File: config.mk
export PLATFORM = sky130hd
export DESIGN_NAME = step_sequencer_flat
export DESIGN_NICKNAME = d
export VERILOG_FILES = /design/src/rtl/step_sequencer_if.sv /design/src/rtl/step_sequencer.sv /design/src/flat_wrapper.sv
export SDC_FILE = /design/constraint.sdc
export NUM_CORES = 1
export LEC_CHECK = 0
export BUFFER_PORTS_ARGS = -buffer_cell sky130_fd_sc_hd__buf_2
export CAP_MARGIN = 0
export CORE_ASPECT_RATIO = 1.2
export CORE_MARGIN = 2
export CORE_UTILIZATION = 52
export DETAILED_ROUTE_END_ITERATION = 10
export PLACE_DENSITY = 0.75
export SYNTH_ARGS = -nofsm -noshare
export SYNTH_HDL_FRONTEND = slang
export SYNTH_SLANG_ARGS = --single-unit
File: constraint.sdc
create_clock -name sys_clk -period 2.43 [get_ports sys_clk]
set_input_delay 0.486 -clock sys_clk [delete_from_list [all_inputs] [get_ports sys_clk]]
set_output_delay 0.486 -clock sys_clk [all_outputs]
set_load 0.02 [all_outputs]
File: src/rtl/step_sequencer_if.sv
// Control/status bundle between the step sequencer and the core datapath:
// user inputs and the current opcode in, PC and per-step enable pulses out.
interface step_sequencer_if;
  logic        button;
  logic        run_mode;
  logic [6:0]  instr_opcode;
  logic [31:0] pc;
  logic        ir_load;
  logic        reg_we;
  logic        step_done;
  logic        illegal;
  logic [1:0]  fsm_state;

  modport slave (
    input  button, run_mode, instr_opcode,
    output pc, ir_load, reg_we, step_done, illegal, fsm_state
  );

  modport master (
    output button, run_mode, instr_opcode,
    input  pc, ir_load, reg_we, step_done, illegal, fsm_state
  );
endinterface

File: src/rtl/step_sequencer.sv
// Multi-cycle FETCH/EXEC/WB sequencer owning the PC. Steps are started by a
// free-running tick divider (run mode) or a debounced push button (step mode).
module step_sequencer #(
  parameter int unsigned MEM_SIZE = 64,
  parameter int unsigned TICK_DIV = 50000000,
  parameter int unsigned DEBOUNCE = 1000000,
  parameter logic [6:0]  OPC_I    = 7'b0010011,
  parameter logic [6:0]  OPC_R    = 7'b0110011
) (
  input  logic             sys_clk,
  input  logic             sys_rst,
  step_sequencer_if.slave  bus
);

  localparam int unsigned TW = $clog2(TICK_DIV);
  localparam int unsigned DW = $clog2(DEBOUNCE + 1);
  localparam logic [TW-1:0] TICK_LAST = TW'(TICK_DIV - 1);
  localparam logic [DW-1:0] DB_LAST   = DW'(DEBOUNCE - 1);
  localparam logic [31:0]   PC_LIMIT  = 32'(MEM_SIZE);

  typedef enum logic [1:0] {
    ST_IDLE  = 2'd0,
    ST_FETCH = 2'd1,
    ST_EXEC  = 2'd2,
    ST_WB    = 2'd3
  } state_e;

  state_e          state_q;
  logic [31:0]     pc_q, pc_d;
  logic            legal_q;
  logic            illegal_q;

  logic [TW-1:0]   tick_cnt_q, tick_cnt_d;
  logic            tick;

  logic            btn_meta_q, btn_sync_q;
  logic            db_level_q, db_level_d;
  logic [DW-1:0]   db_cnt_q, db_cnt_d;
  logic            press;
  logic            step_req;

  // NOTE: every signal driven in always_comb gets a default on entry, so no
  // path through the block can leave it unassigned and infer a latch.
  always_comb begin
    tick       = (tick_cnt_q == TICK_LAST);
    tick_cnt_d = tick ? '0 : tick_cnt_q + 1'b1;
  end

  // The debounced level only follows the synchronised button after it has
  // disagreed for DEBOUNCE consecutive cycles; any agreement restarts the count.
  always_comb begin
    db_level_d = db_level_q;
    db_cnt_d   = '0;
    press      = 1'b0;
    if (btn_sync_q != db_level_q) begin
      if (db_cnt_q == DB_LAST) begin
        db_level_d = btn_sync_q;
        press      = btn_sync_q;
      end else begin
        db_cnt_d = db_cnt_q + 1'b1;
      end
    end
  end

  always_comb begin
    step_req = bus.run_mode ? tick : press;
    pc_d     = pc_q + 32'd4;
    if (pc_d >= PC_LIMIT) pc_d = '0;
  end

  // NOTE: state registers use non-blocking assignments so every flop samples
  // the pre-edge values regardless of statement order; reset is synchronous.
  always_ff @(posedge sys_clk) begin
    if (!sys_rst) begin
      state_q    <= ST_IDLE;
      pc_q       <= '0;
      legal_q    <= 1'b0;
      illegal_q  <= 1'b0;
      tick_cnt_q <= '0;
      btn_meta_q <= 1'b0;
      btn_sync_q <= 1'b0;
      db_level_q <= 1'b0;
      db_cnt_q   <= '0;
    end else begin
      tick_cnt_q <= tick_cnt_d;
      btn_meta_q <= bus.button;
      btn_sync_q <= btn_meta_q;
      db_level_q <= db_level_d;
      db_cnt_q   <= db_cnt_d;

      case (state_q)
        ST_IDLE: begin
          if (step_req) state_q <= ST_FETCH;
        end
        ST_FETCH: begin
          state_q <= ST_EXEC;
        end
        ST_EXEC: begin
          legal_q <= (bus.instr_opcode == OPC_I) || (bus.instr_opcode == OPC_R);
          state_q <= ST_WB;
        end
        ST_WB: begin
          // Illegal instructions still retire and advance the PC.
          if (!legal_q) illegal_q <= 1'b1;
          pc_q    <= pc_d;
          state_q <= ST_IDLE;
        end
        default: state_q <= ST_IDLE;
      endcase
    end
  end

  assign bus.pc        = pc_q;
  assign bus.ir_load   = (state_q == ST_FETCH);
  assign bus.reg_we    = (state_q == ST_WB) && legal_q;
  assign bus.step_done = (state_q == ST_WB);
  assign bus.illegal   = illegal_q;
  assign bus.fsm_state = state_q;

endmodule

File: src/flat_wrapper.sv
// flat-port wrapper written by rule: the top's interface ports become plain ports
module step_sequencer_flat 
#(
  parameter int unsigned MEM_SIZE = 64,
  parameter int unsigned TICK_DIV = 50000000,
  parameter int unsigned DEBOUNCE = 1000000,
  parameter logic [6:0]  OPC_I    = 7'b0010011,
  parameter logic [6:0]  OPC_R    = 7'b0110011
)
  (sys_clk, sys_rst, bus_button, bus_run_mode, bus_instr_opcode, bus_pc, bus_ir_load, bus_reg_we, bus_step_done, bus_illegal, bus_fsm_state);
  step_sequencer_if bus_i ();
  input  logic sys_clk;
  input  logic sys_rst;
  input wire logic [$bits(bus_i.button)-1:0] bus_button;
  input wire logic [$bits(bus_i.run_mode)-1:0] bus_run_mode;
  input wire logic [$bits(bus_i.instr_opcode)-1:0] bus_instr_opcode;
  output wire logic [$bits(bus_i.pc)-1:0] bus_pc;
  output wire logic [$bits(bus_i.ir_load)-1:0] bus_ir_load;
  output wire logic [$bits(bus_i.reg_we)-1:0] bus_reg_we;
  output wire logic [$bits(bus_i.step_done)-1:0] bus_step_done;
  output wire logic [$bits(bus_i.illegal)-1:0] bus_illegal;
  output wire logic [$bits(bus_i.fsm_state)-1:0] bus_fsm_state;
  assign bus_i.button = bus_button;
  assign bus_i.run_mode = bus_run_mode;
  assign bus_i.instr_opcode = bus_instr_opcode;
  assign bus_pc = bus_i.pc;
  assign bus_ir_load = bus_i.ir_load;
  assign bus_reg_we = bus_i.reg_we;
  assign bus_step_done = bus_i.step_done;
  assign bus_illegal = bus_i.illegal;
  assign bus_fsm_state = bus_i.fsm_state;
  step_sequencer #(.MEM_SIZE(MEM_SIZE), .TICK_DIV(TICK_DIV), .DEBOUNCE(DEBOUNCE), .OPC_I(OPC_I), .OPC_R(OPC_R)) u_core (.sys_clk(sys_clk), .sys_rst(sys_rst), .bus(bus_i));
endmodule
# Yosys cells after proc, flatten, opt, wreduce, memory -nomap -nowiden
# Cells that the tools add are included.
# W data, S select, Z words.
[totals]
output_inout_bits = 38
word_cells = 38
register_bits = 85
[classes]
bitwise = 3
magnitude_cmp = 1
reduce_logical = 7
muxes = 6
n_eq_ne = 9
n_addsub = 3
[op_table]
columns = ["op", "count"]
rows = [
  ["$add A32 B3 Y32 const B", 1],
  ["$ge A32 B7 Y1 const B", 1],
  ["$mux W32", 1],
  ["$add A26 B1 Y26 const B", 1],
  ["$eq A26 B26 Y1 const B", 1],
  ["$add A20 B1 Y20 const B", 1],
  ["$eq A20 B20 Y1 const B", 1],
  ["$pmux W2 S4", 1],
  ["$eq A7 B5 Y1 const B", 1],
  ["$eq A7 B6 Y1 const B", 1],
  ["$eq A2 B2 Y1 const B", 2],
  ["$reduce_and A2 Y1", 2],
  ["$mux W1", 3],
  ["$not A1 Y1", 3],
  ["$reduce_or A3 Y1", 1],
  ["$eq A2 B1 Y1 const B", 1],
  ["$logic_not A2 Y1", 1],
  ["$mux W2", 1],
  ["$ne A2 B1 Y1 const B", 1],
  ["$reduce_or A2 Y1", 1],
  ["$logic_and A1 B1 Y1", 1],
  ["$logic_or A1 B1 Y1", 1],
  ["$ne A1 B1 Y1", 1],
]

# Logic depth before layout (Yosys ltp)
# Gate-level depths: netlist of run 1.
[depth]
ltp_word = 6
mapped_depth = 11
ltp_nobuf = 8

# Worst setup path after synthesis of run 1
# Ideal clock, no wire load.
[synth_path]
kind = "flip-flop to flip-flop"
start = "register u_core.pc_q[2], in the netlist u_core.bus.pc[2]"
end = "register u_core.pc_q[23], in the netlist u_core.bus.pc[23]"
slack_ps = -291
required_ps = 2367
path_stages_with_launch = 12
path_buffers = 3
setup_time_ps = 63
arrival_time_ps = 2658
cell_sequence = "dfxtp_1 > ha_1 > buf_4 > nand3_2 > or3_1 > buf_6 > nor3_2 > nand4b_1 > a2111oi_4 > a31oi_4 > buf_6 > nor2_2"
[synth_via]
elab_chain_len = 3
[synth_lines]
columns = ["item", "line_no", "text"]
rows = [
  ["start, declared", "step_sequencer.sv:29", "logic [31:0] pc_q, pc_d;"],
  ["start signal, assigned", "step_sequencer.sv:105", "pc_q <= pc_d;"],
  ["$add A32 B3 Y32 *", "step_sequencer.sv:67", "pc_d = pc_q + 32'd4;"],
  ["$ge A32 B7 Y1", "step_sequencer.sv:68", "if (pc_d >= PC_LIMIT) pc_d = '0;"],
  ["$mux W32 *", "step_sequencer.sv:68", ""],
]
# Mark *: on every way between the ends. The rest lies on a longest branch, timed or not.
# A chain may end at the register's enable or synchronous reset.

# Final worst setup path of run 1
[layout_path]
start = "register u_core.pc_q[6], in the netlist u_core.bus.pc[6]"
end = "register u_core.pc_q[22], in the netlist u_core.bus.pc[22]"
# Same word-level chain as after synthesis.

==> run metrics, run 1 <==
sequential share of the synthesized area=around two fifths; clock power share=38.2%; Final Setup Violations=0; max-slew violations=0; HPWL after DPL=6.63 mm; area leader, netlist=dfxtp_1; gr usage total=a little over a fifth; dpl cells=between 600 and 700; Worst Path Arrival=2710 ps; count leader, synth=dfxtp_1; Synth Area in Simple Gates=31.2%; main area contributors after synthesis=dfxtp_1 (40%), xor2_1 (9.1%), nor2_1 (6.6%), xnor2_1 (5.5%), nand3_1 (4.1%); Gate power share=4.9%; final hold vios=0; leakage power=~2.0 nW; CP top delay family=compound AO/OA/AOI/OAI gates; Antenna Cells=0; Pwr Density=between 400 and 500 nW/µm²; switch share=approximately a quarter; status=finished clean; Residual DRC=0; DR vias/cell=around 5.5; CTS tree=yes; std cell rows=35; layout cell share with drive strength beyond 1=between 20% and 30%; Worst Max-Slew Pin Slew=approximately 670 ps; Clock Latency Late Sink=around 360 ps; H-Tree Depth=3; synth cell count leaders=dfxtp_1 (83), nor2_1 (73), xor2_1 (43), nand2_1 (34), nand3_1 (34); initial antenna violation count=0; Root Buffer=clkbuf_8; IO Port Bufs=45; Fmax=roughly 410 MHz; crit path time final=approximately 2400 ps; Worst Hold End=u_core.btn_meta_q; CP startpoint kind=flip-flop; Die ar.=8670 µm²; io pins=49; routability cong.=about 0.91; Max clock buf depth=2; critical path endpoint category=flip-flop; Cell Area, Synth=between 4000 and 5000 µm²; setup TNS=0 ps; clk_skew=approximately 10 ps; Hold Path Stages=2; hold_ws=around 370 ps; Synth Area in XOR/XNOR=14.6%; CP bufs+invs=2; final cell count without fillers=roughly 650; Die H=between 100 and 150 µm; gr ovfl total=0; Post-Syn Instances=478; Worst Path Max Fanout=10; number of flops mapped to enable cells by yosys=0; Die Width=approximately 85 µm; Crit Path Category=flip-flop to flip-flop; per-cell routed wire length=approximately 14 µm; core area=just under 8000 µm²; Worst R2R Start=u_core.bus.pc[6]; slew margin rel.=54.6%; drt total wl=roughly 9.1 mm; net switching power=between 600 and 700 µW; CP Cell Sequence=and3_2, buf_4, a311o_2, o21ai_2, o2111ai_2, a2111oi_4, a31oi_4, buf_12, nor2_2; Worst R2R Setup Slack=about 18 ps; Post-Route Utilization=about two thirds; Hold WC Path Type=input pin to flip-flop; cell-internal power=roughly 1.8 mW; post-synthesis mux area share=less than 1%; RR Endpoint=u_core.bus.pc[22]; Layout Nets=~580; Synth Area in Adders=2.42%; Async S/R FF share, synth=0%; hold_sp=bus_button; ys flop type=dfxtp_1; library cells used by synthesis=53; Starting Density=~54%; Yosys top cell area share=40.2%; Num CTS Buffers=9; Critical Path RT=~2700 ps; VDD IR max=around 0.42 mV; max incr delay on CP=approximately 470 ps; Sequential Power Share=between 50% and 60%; Worst-path clk slew=about 90 ps; Crit-path slowest cell=a2111oi_4; DR iter-0 viols=~110; 1st-pass router iterations=4; largest family of logic cells by synthesized area=simple AND/OR/NAND/NOR gates; reg2reg path depth=9; yosys warns=0; Compound-Gate Fraction of Synth Area=5.64%; crit share post-route=99.3%; largest net degree at the start of global routing=26; post-synthesis register bit count=83; syn_area_per_cell=8.64 µm²; Max-Cap Viols=0; Clock Sinks=slightly above 80; Layout area overhead=21.3%; RSZ-0062 raised after global routing=yes; vias=3568; antenna violation net count after detailed routing=0; first-pass GRT wire length=roughly 15 mm; vias in the first global route=roughly 3300
-- final cells by class --
| class | count | area [µm²] |
|---|---|---|
| fillers | 651 | 2700 |
| multi-input cells | 359 | 2390 |
| flip-flops and latches | 83 | 1680 |
| repair buffers | 90 | 587 |
| clock buffers | 10 | 138 |
| well taps | 92 | 115 |
| inverters | 14 | 52.6 |
| clock inverters | 6 | 46.3 |
-- layout by cell type, fill, tap and decap left out, types with 3 or more instances in the layout --
master,netlist,final
and2_1,12,12
and3_1,10,8
and4_1,3,3
buf_2,1,45
buf_4,8,41
buf_6,3,3
clkbuf_8,0,10
dfxtp_1,83,75
dfxtp_2,0,6
ha_1,8,7
inv_1,14,14
mux2i_1,4,4
nand2_1,34,34
nand3_1,34,32
nand3_2,2,4
nand4_1,21,21
nor2_1,73,70
nor2_2,10,10
nor2_4,0,3
nor3_1,15,15
nor4_1,8,7
nor4_2,2,3
o21ai_0,4,3
or2_2,3,3
or3_1,5,3
xnor2_1,26,26
xor2_1,43,43
-- metal layers --
| layer | global-route usage, % | routed length (µm) |
|---|---|---|
| met5 | 0 | 0 |
| met4 | 7.94 | 157 |
| met3 | 4.89 | 539 |
| met2 | 38.0 | 4650 |
| met1 | 25.3 | 3720 |
-- registers in the layout (all words and copies together) (netlist names) --
register	flops
u_core.db_cnt_q	20
u_core.btn_sync_q	1
u_core.tick_cnt_q	26
u_core.btn_meta_q	1
u_core.bus.illegal	1
u_core.legal_q	1
u_core.bus.pc	30
u_core.bus.fsm_state	2
u_core.db_level_q	1
-- power by group through the flow --
stage                     combinational (mW)  clock, mW  sequential (mW)
after CTS                              0.113      0.952             1.38
after detailed placement               0.106          0             1.41
after floorplan                       0.0729          0             1.42
after global routing                   0.132       1.01             1.38
after global placement                 0.102          0             1.41
final                                  0.118      0.924             1.38
-- worst max-delay path by stage --
| stage | from | endpoint | slack (ps) | cells past startpoint |
|---|---|---|---|---|
| after floorplan | u_core.bus.pc[2] | u_core.bus.pc[23] | 7 | 11 |
| after global placement | u_core.bus.pc[2] | u_core.bus.pc[10] | -40 | 9 |
| after detailed placement | u_core.bus.pc[2] | u_core.bus.pc[5] | -80 | 9 |
| after CTS | u_core.bus.pc[6] | u_core.bus.pc[24] | 3 | 9 |
| after global routing | u_core.bus.pc[11] | u_core.bus.pc[28] | -110 | 9 |
| final | u_core.bus.pc[6] | u_core.bus.pc[22] | 20 | 9 |
-- repair_timing --
item | in CTS | in global routing
gates resized for setup | 0 | 32
endpoints found under the setup margin | 16 | 21
hold buffers | 0 | 0
endpoints found under the hold margin | 0 | 0
setup buffers | 3 | 1
pin swaps | 1 | 14
-- cells by family after synthesis --
| group | Yosys count |
|---|---|
| AO/OA/AOI/OAI | 27 |
| XOR/XNOR | 69 |
| adder cells (fa/ha/maj) | 8 |
| buffers and inverters | 37 |
| flip-flops | 83 |
| multiplexers | 4 |
| other | 1 |
| AND/OR/NAND/NOR | 249 |
-- stage by stage --
stage | setup slack, ps | instance area, µm² | power, mW
final | 17.8 | 5010 | 2.42
after global routing | -105 | 5010 | 2.53
after CTS | 2.82 | 4880 | 2.44
after detailed placement | -77.3 | 4660 | 1.52
after global placement | -40.8 | 4660 | 1.51
after floorplan | 7.21 | 4160 | 1.49
No activity file was read; power rests on OpenSTA's default activity.
==> inputs of run 2 (changes only) <==
Settings changed: CAP_MARGIN 0 to 20, CORE_UTILIZATION 52 to 58, PLACE_DENSITY 0.75 to 0.79.
Clock period 2.43 ns to 2.6 ns, I/O delays scaled along.
==> run 2 against run 1 <==
  * Cell count decreased by 2.3%
  * Via count decreased by 0.53%
  * Worst setup slack improved by 79 ps
  * Critical path depth unchanged
  * Sequential cell count unchanged
  * First-iteration DRC count increased by 39%
  * Combinational power decreased by 9%
  * Global-route usage increased by 3.8 points
  * Largest cell class unchanged
  * Cell area decreased by 3.5%
  * Clock power decreased by 3.6%
==> run metrics, run 2 (same netlist as run 1, synthesis figures left out) <==
status=finished clean; Die H=between 90 and 100 µm; std cell rows=33; Fmax=399 MHz; Fillers=560; most common cell after layout, fill and taps aside=dfxtp_1; Hold WC Path Type=input pin to flip-flop; io pins=49; hold_sp=bus_button; Root Buffer=clkbuf_8; Worst Path Max Fanout=8; Tot Pwr=2.29 mW; Die Width=a little over 80 µm; Place WS=-76.4 ps; Hold Path Stages=2; layout cell share with drive strength beyond 1=23.6%; Worst Path Arrival=between 2000 and 3000 ps; Crit-path slowest cell=a2111oi_4; first-pass GRT wire length=15.2 mm; RR Endpoint=u_core.bus.pc[24]; Die ar.=between 7000 and 8000 µm²; slew margin rel.=between 50% and 60%; Crit Path Category=flip-flop to flip-flop; gr busiest metal=met2; fin worst setup slack=about 97 ps; DR iter-0 viols=between 100 and 150; Clock Sinks=83; vias in the first global route=approximately 3400; critical path endpoint category=flip-flop; Worst R2R Start=u_core.bus.pc[3]; Residual DRC=0; Worst Max-Slew Pin Slew=between 600 and 700 ps; Critical Path RT=slightly below 3000 ps; Pwr Density=~470 nW/µm²; vias=~3500; met3 Track Usage GR=under 10%; crit share post-route=between 90% and 100%; Final Setup Violations=0; H-Tree Depth=3; Max-Cap Viols=0; Clock Latency Late Sink=~360 ps; most frequent cells in the layout=dfxtp_1 (78), nor2_1 (73), buf_2 (45); Antenna Cells=0; final hold vios=0; gr usage total=25.2%; CTS tree=yes; DR vias/cell=5.55; HPWL after DPL=approximately 6.7 mm; reg2reg path depth=9; Num CTS Buffers=9; drt total wl=about 9.3 mm; max-slew violations=0; Worst Hold End=u_core.btn_meta_q; Worst-path clk slew=90 ps; CP startpoint kind=flip-flop; Layout area overhead=17.0%; antenna violation net count after detailed routing=0; RSZ-0062 raised after global routing=no; max FFs per register=30; CP Cell Sequence=ha_1, nand3_2, or3_4, nor3_2, nand4b_1, a2111oi_4, a31oi_4, buf_4, nor2_2; routability cong.=around 0.9; gr ovfl total=0; 1st-pass router iterations=4; Worst R2R Setup Slack=just under 100 ps; initial antenna violation count=0; largest net degree at the start of global routing=26; IO Port Bufs=45; crit path time final=around 2500 ps; Max clock buf depth=2; max incr delay on CP=slightly below 500 ps; per-cell routed wire length=14.6 µm; Layout Nets=approximately 570; Starting Density=roughly three fifths; met1 usage=between 20% and 30%; leakage power=between 1.5 and 2 nW; crit path from=u_core.bus.pc[3]; met2 Use GR=45.2%; hold_ws=between 300 and 400 ps; clk_skew=between 10 and 15 ps; VDD IR max=roughly 0.55 mV; core area=between 6000 and 7000 µm²
-- run 2: routing by layer --
metal	wire length, µm	up-vias
li1	-	1765
met1	3860	1690
met2	4890	77
met3	375	17
met4	203	0
met5	0	-
-- run 2: metrics by stage --
stage               TNS (ps)  cells  utilization [%]  instance area (µm²)
floorplan                  0    479                -                 4140
global placement       -75.6    621             66.9                 4590
detailed placement      -786    621             66.9                 4590
CTS                        0    639             69.9                 4790
global route               0    639             70.5                 4830
finish                     0    639             70.5                 4830
-- run 2: report_power, final --
part           switching (mW)  total [mW]  leakage [nW]  internal, mW
Combinational          0.0681       0.107          1.13        0.0388
Sequential             0.0114        1.29         0.672          1.28
Clock                   0.460       0.891        0.0946         0.432
Total                   0.539        2.29          1.90          1.75
-- run 2: worst max path at each step --
stage | cells past startpoint | end | slack [ps]
2_1_floorplan | 11 | u_core.bus.pc[23] | 6
3_3_place_gp | 9 | u_core.bus.pc[8] | -20
3_5_place_dp | 9 | u_core.bus.pc[16] | -80
4_1_cts | 9 | u_core.bus.pc[24] | 40
5_1_grt | 9 | u_core.bus.pc[16] | 3
6_report | 9 | u_core.bus.pc[24] | 100
-- run 2: area by class of cell --
type,count,area [µm²],share of cell area (%)
multi-input combinational,359,2310,47.8
tap,87,109,2.25
clock buffer,9,124,2.56
timing repair buffer,81,508,10.5
clock inverter,6,57.6,1.19
sequential,83,1670,34.5
inverter,14,52.6,1.09
-- run 2: critical path: cells and delay by family, from the launching register on --
family / cells / cell delay [ps]
AOI/OAI and AO/OA: 2 / 650
adders and majority gates: 1 / 180
buffers and inverters: 1 / 220
DFF: 1 / 340
and+or+nand+nor: 5 / 1050
-- run 2: what timing repair did --
item,in CTS,in global routing
hold buffers,0,0
gates resized for setup,0,9
setup buffers,3,0
endpoints found under the setup margin,16,19
pin swaps,2,2
==> inputs of run 3 (changes only) <==
Settings changed: CELL_PAD_IN_SITES_DETAIL_PLACEMENT set to 1, CELL_PAD_IN_SITES_GLOBAL_PLACEMENT set to 2, CORE_UTILIZATION 58 to 35, PLACE_DENSITY 0.79 to unset, PLACE_DENSITY_LB_ADDON set to 0.1.
==> run 3 against run 2 <==
  * Clock power grew 48%
  * Register-to-register slack gained 50 ps
  * Hold slack gained 13 ps
  * Sequential cell count is the same
  * Cell area grew 2.6%
  * First-iteration DRC count shrank 61%
  * Die area grew 62%
  * Core utilization shrank 27 points
==> run metrics, run 3 (same netlist as run 1, synthesis figures left out) <==
most common cell after layout, fill and taps aside=dfxtp_1; Fmax=between 400 and 500 MHz; routability cong.=0.765; Area after DPL=approximately 4600 µm²; Worst Path Arrival=between 2000 and 3000 ps; Worst-path clk slew=roughly 60 ps; Clock Sinks=between 80 and 90; antenna violation net count after detailed routing=0; met2 Use GR=between 20% and 30%; gr ovfl total=0; hold-fix buffers at CTS=0; largest net degree at the start of global routing=26; gr usage total=16.8%; Layout area overhead=20.0%; crit share post-route=between 90% and 100%; Num CTS Buffers=9; drt total wl=between 9 and 10 mm; Layout Nets=about 560; HPWL after DPL=7.61 mm; DR iter-0 viols=a little under 60; Root Buffer=clkbuf_16; 1st-pass router iterations=4; Crit Path Category=flip-flop to flip-flop; vias in the first global route=~3500; final hold vios=0; fin worst setup slack=148 ps; Max-Cap Viols=0; std cell rows=43; io pins=49; CP bufs+invs=1; dpl cells=between 600 and 700; setup TNS=0 ps; Die ar.=about 13000 µm²; Pwr Density=roughly 550 nW/µm²; gr busiest metal=met2; max incr delay on CP=approximately 510 ps; met3 Track Usage GR=between 4 and 5%; Hold WC Path Type=input pin to flip-flop; Place WS=roughly 44 ps; most frequent cells in the layout=dfxtp_1 (81), nor2_1 (73), buf_2 (45); Worst Max-Slew Pin Slew=~610 ps; first-pass GRT wire length=about 17 mm; Clock Latency Late Sink=330 ps; Max clock buf depth=2; VDD IR max=about 0.29 mV; Post-CTS Setup Inserts=0; Residual DRC=0; RSZ-0062 raised after global routing=no; Tot Pwr=~2.7 mW; leakage power=1.88 nW; CP Cell Sequence=ha_1, nand3_2, or3_4, nor3_2, nand4b_1, a2111oi_4, a31oi_4, buf_12, nor2_2; Critical Path RT=2880 ps; Die H=approximately 120 µm; Worst Path Max Fanout=12; Crit-path slowest cell=a2111oi_4; critical path endpoint category=flip-flop; IO Port Bufs=45; status=finished clean; Final Setup Violations=0; final cell count without fillers=around 700; layout cell share with drive strength beyond 1=a little over a fifth; CP top delay family=simple AND/OR/NAND/NOR gates; per-cell routed wire length=14.2 µm; met1 usage=19.9%; crit path time final=roughly 2500 ps; DR vias/cell=just under 5; max FFs per register=30; Die Width=~100 µm; CP startpoint kind=flip-flop; CTS tree=yes; Starting Density=a little over a third; H-Tree Depth=3; initial antenna violation count=0; slew margin rel.=between 50 and 60%; vias=~3500; max-slew violations=0; core area=about 12000 µm²; Final Cell Area=between 4000 and 5000 µm²; Antenna Cells=0; clk_skew=just under 6 ps
[run 3: cell types whose count changed in the layout (fill, tap and decap cells not counted), sizes merged]
| cell | before | now |
|---|---|---|
| clkinv | 4 | 2 |
| clkbuf | 9 | 12 |
| buf | 81 | 72 |
[run 3: path summary, 6_finish.rpt]
check | start | to | slack (ps) | cells past startpoint
worst max-delay path | u_core.bus.pc[2] | u_core.bus.pc[19] | 150 | 9
worst min-delay path | bus_button | u_core.btn_meta_q | 390 | 2
worst max register to register | u_core.bus.pc[2] | u_core.bus.pc[19] | 150 | 9
worst min register to register | u_core.btn_meta_q | u_core.btn_sync_q | 440 | 1
[run 3: per-stage QoR]
stage	hold WS [ps]	utilization, %
2_1_floorplan	412	-
3_3_place_gp	418	40.2
3_5_place_dp	425	40.2
4_1_cts	380	42.9
5_1_grt	396	43.0
6_report	394	43.0
[run 3: cell type report]
class / instances / area [µm²]
timing repair buffer: 72 / 440
sequential: 83 / 1660
tap: 157 / 196
clock inverter: 4 / 47.5
multi-input combinational: 359 / 2290
inverter: 14 / 52.6
fill: 1408 / 6560
clock buffer: 12 / 267
[run 3: power breakdown]
part | internal, mW | total (mW) | switching, mW | leakage [nW]
clock network | 0.819 | 1.32 | 0.505 | 0.155
registers | 1.28 | 1.29 | 0.0105 | 0.670
logic | 0.0402 | 0.110 | 0.0700 | 1.05
[run 3: worst reg2reg max path, stage by stage, from the launching register on]
cell and delay [ps]:
dfxtp_2 330, ha_1 180, nand3_2 100, or3_4 440, nor3_2 220, nand4b_1 160, a2111oi_4 510, a31oi_4 150
buf_12 190, nor2_2 110
[run 3: timing repair]
action | CTS | global route
hold endpoints to repair | 0 | 0
endpoints found under the setup margin | 0 | 20
resized for setup | 0 | 3
[run 3: per-layer routing]
metal / vias up / part of all wire [%]
met3: 10 / 2.6
li1: 1749 / -
met5: - / 0
met2: 30 / 52
met1: 1683 / 44
met4: 0 / 1.3
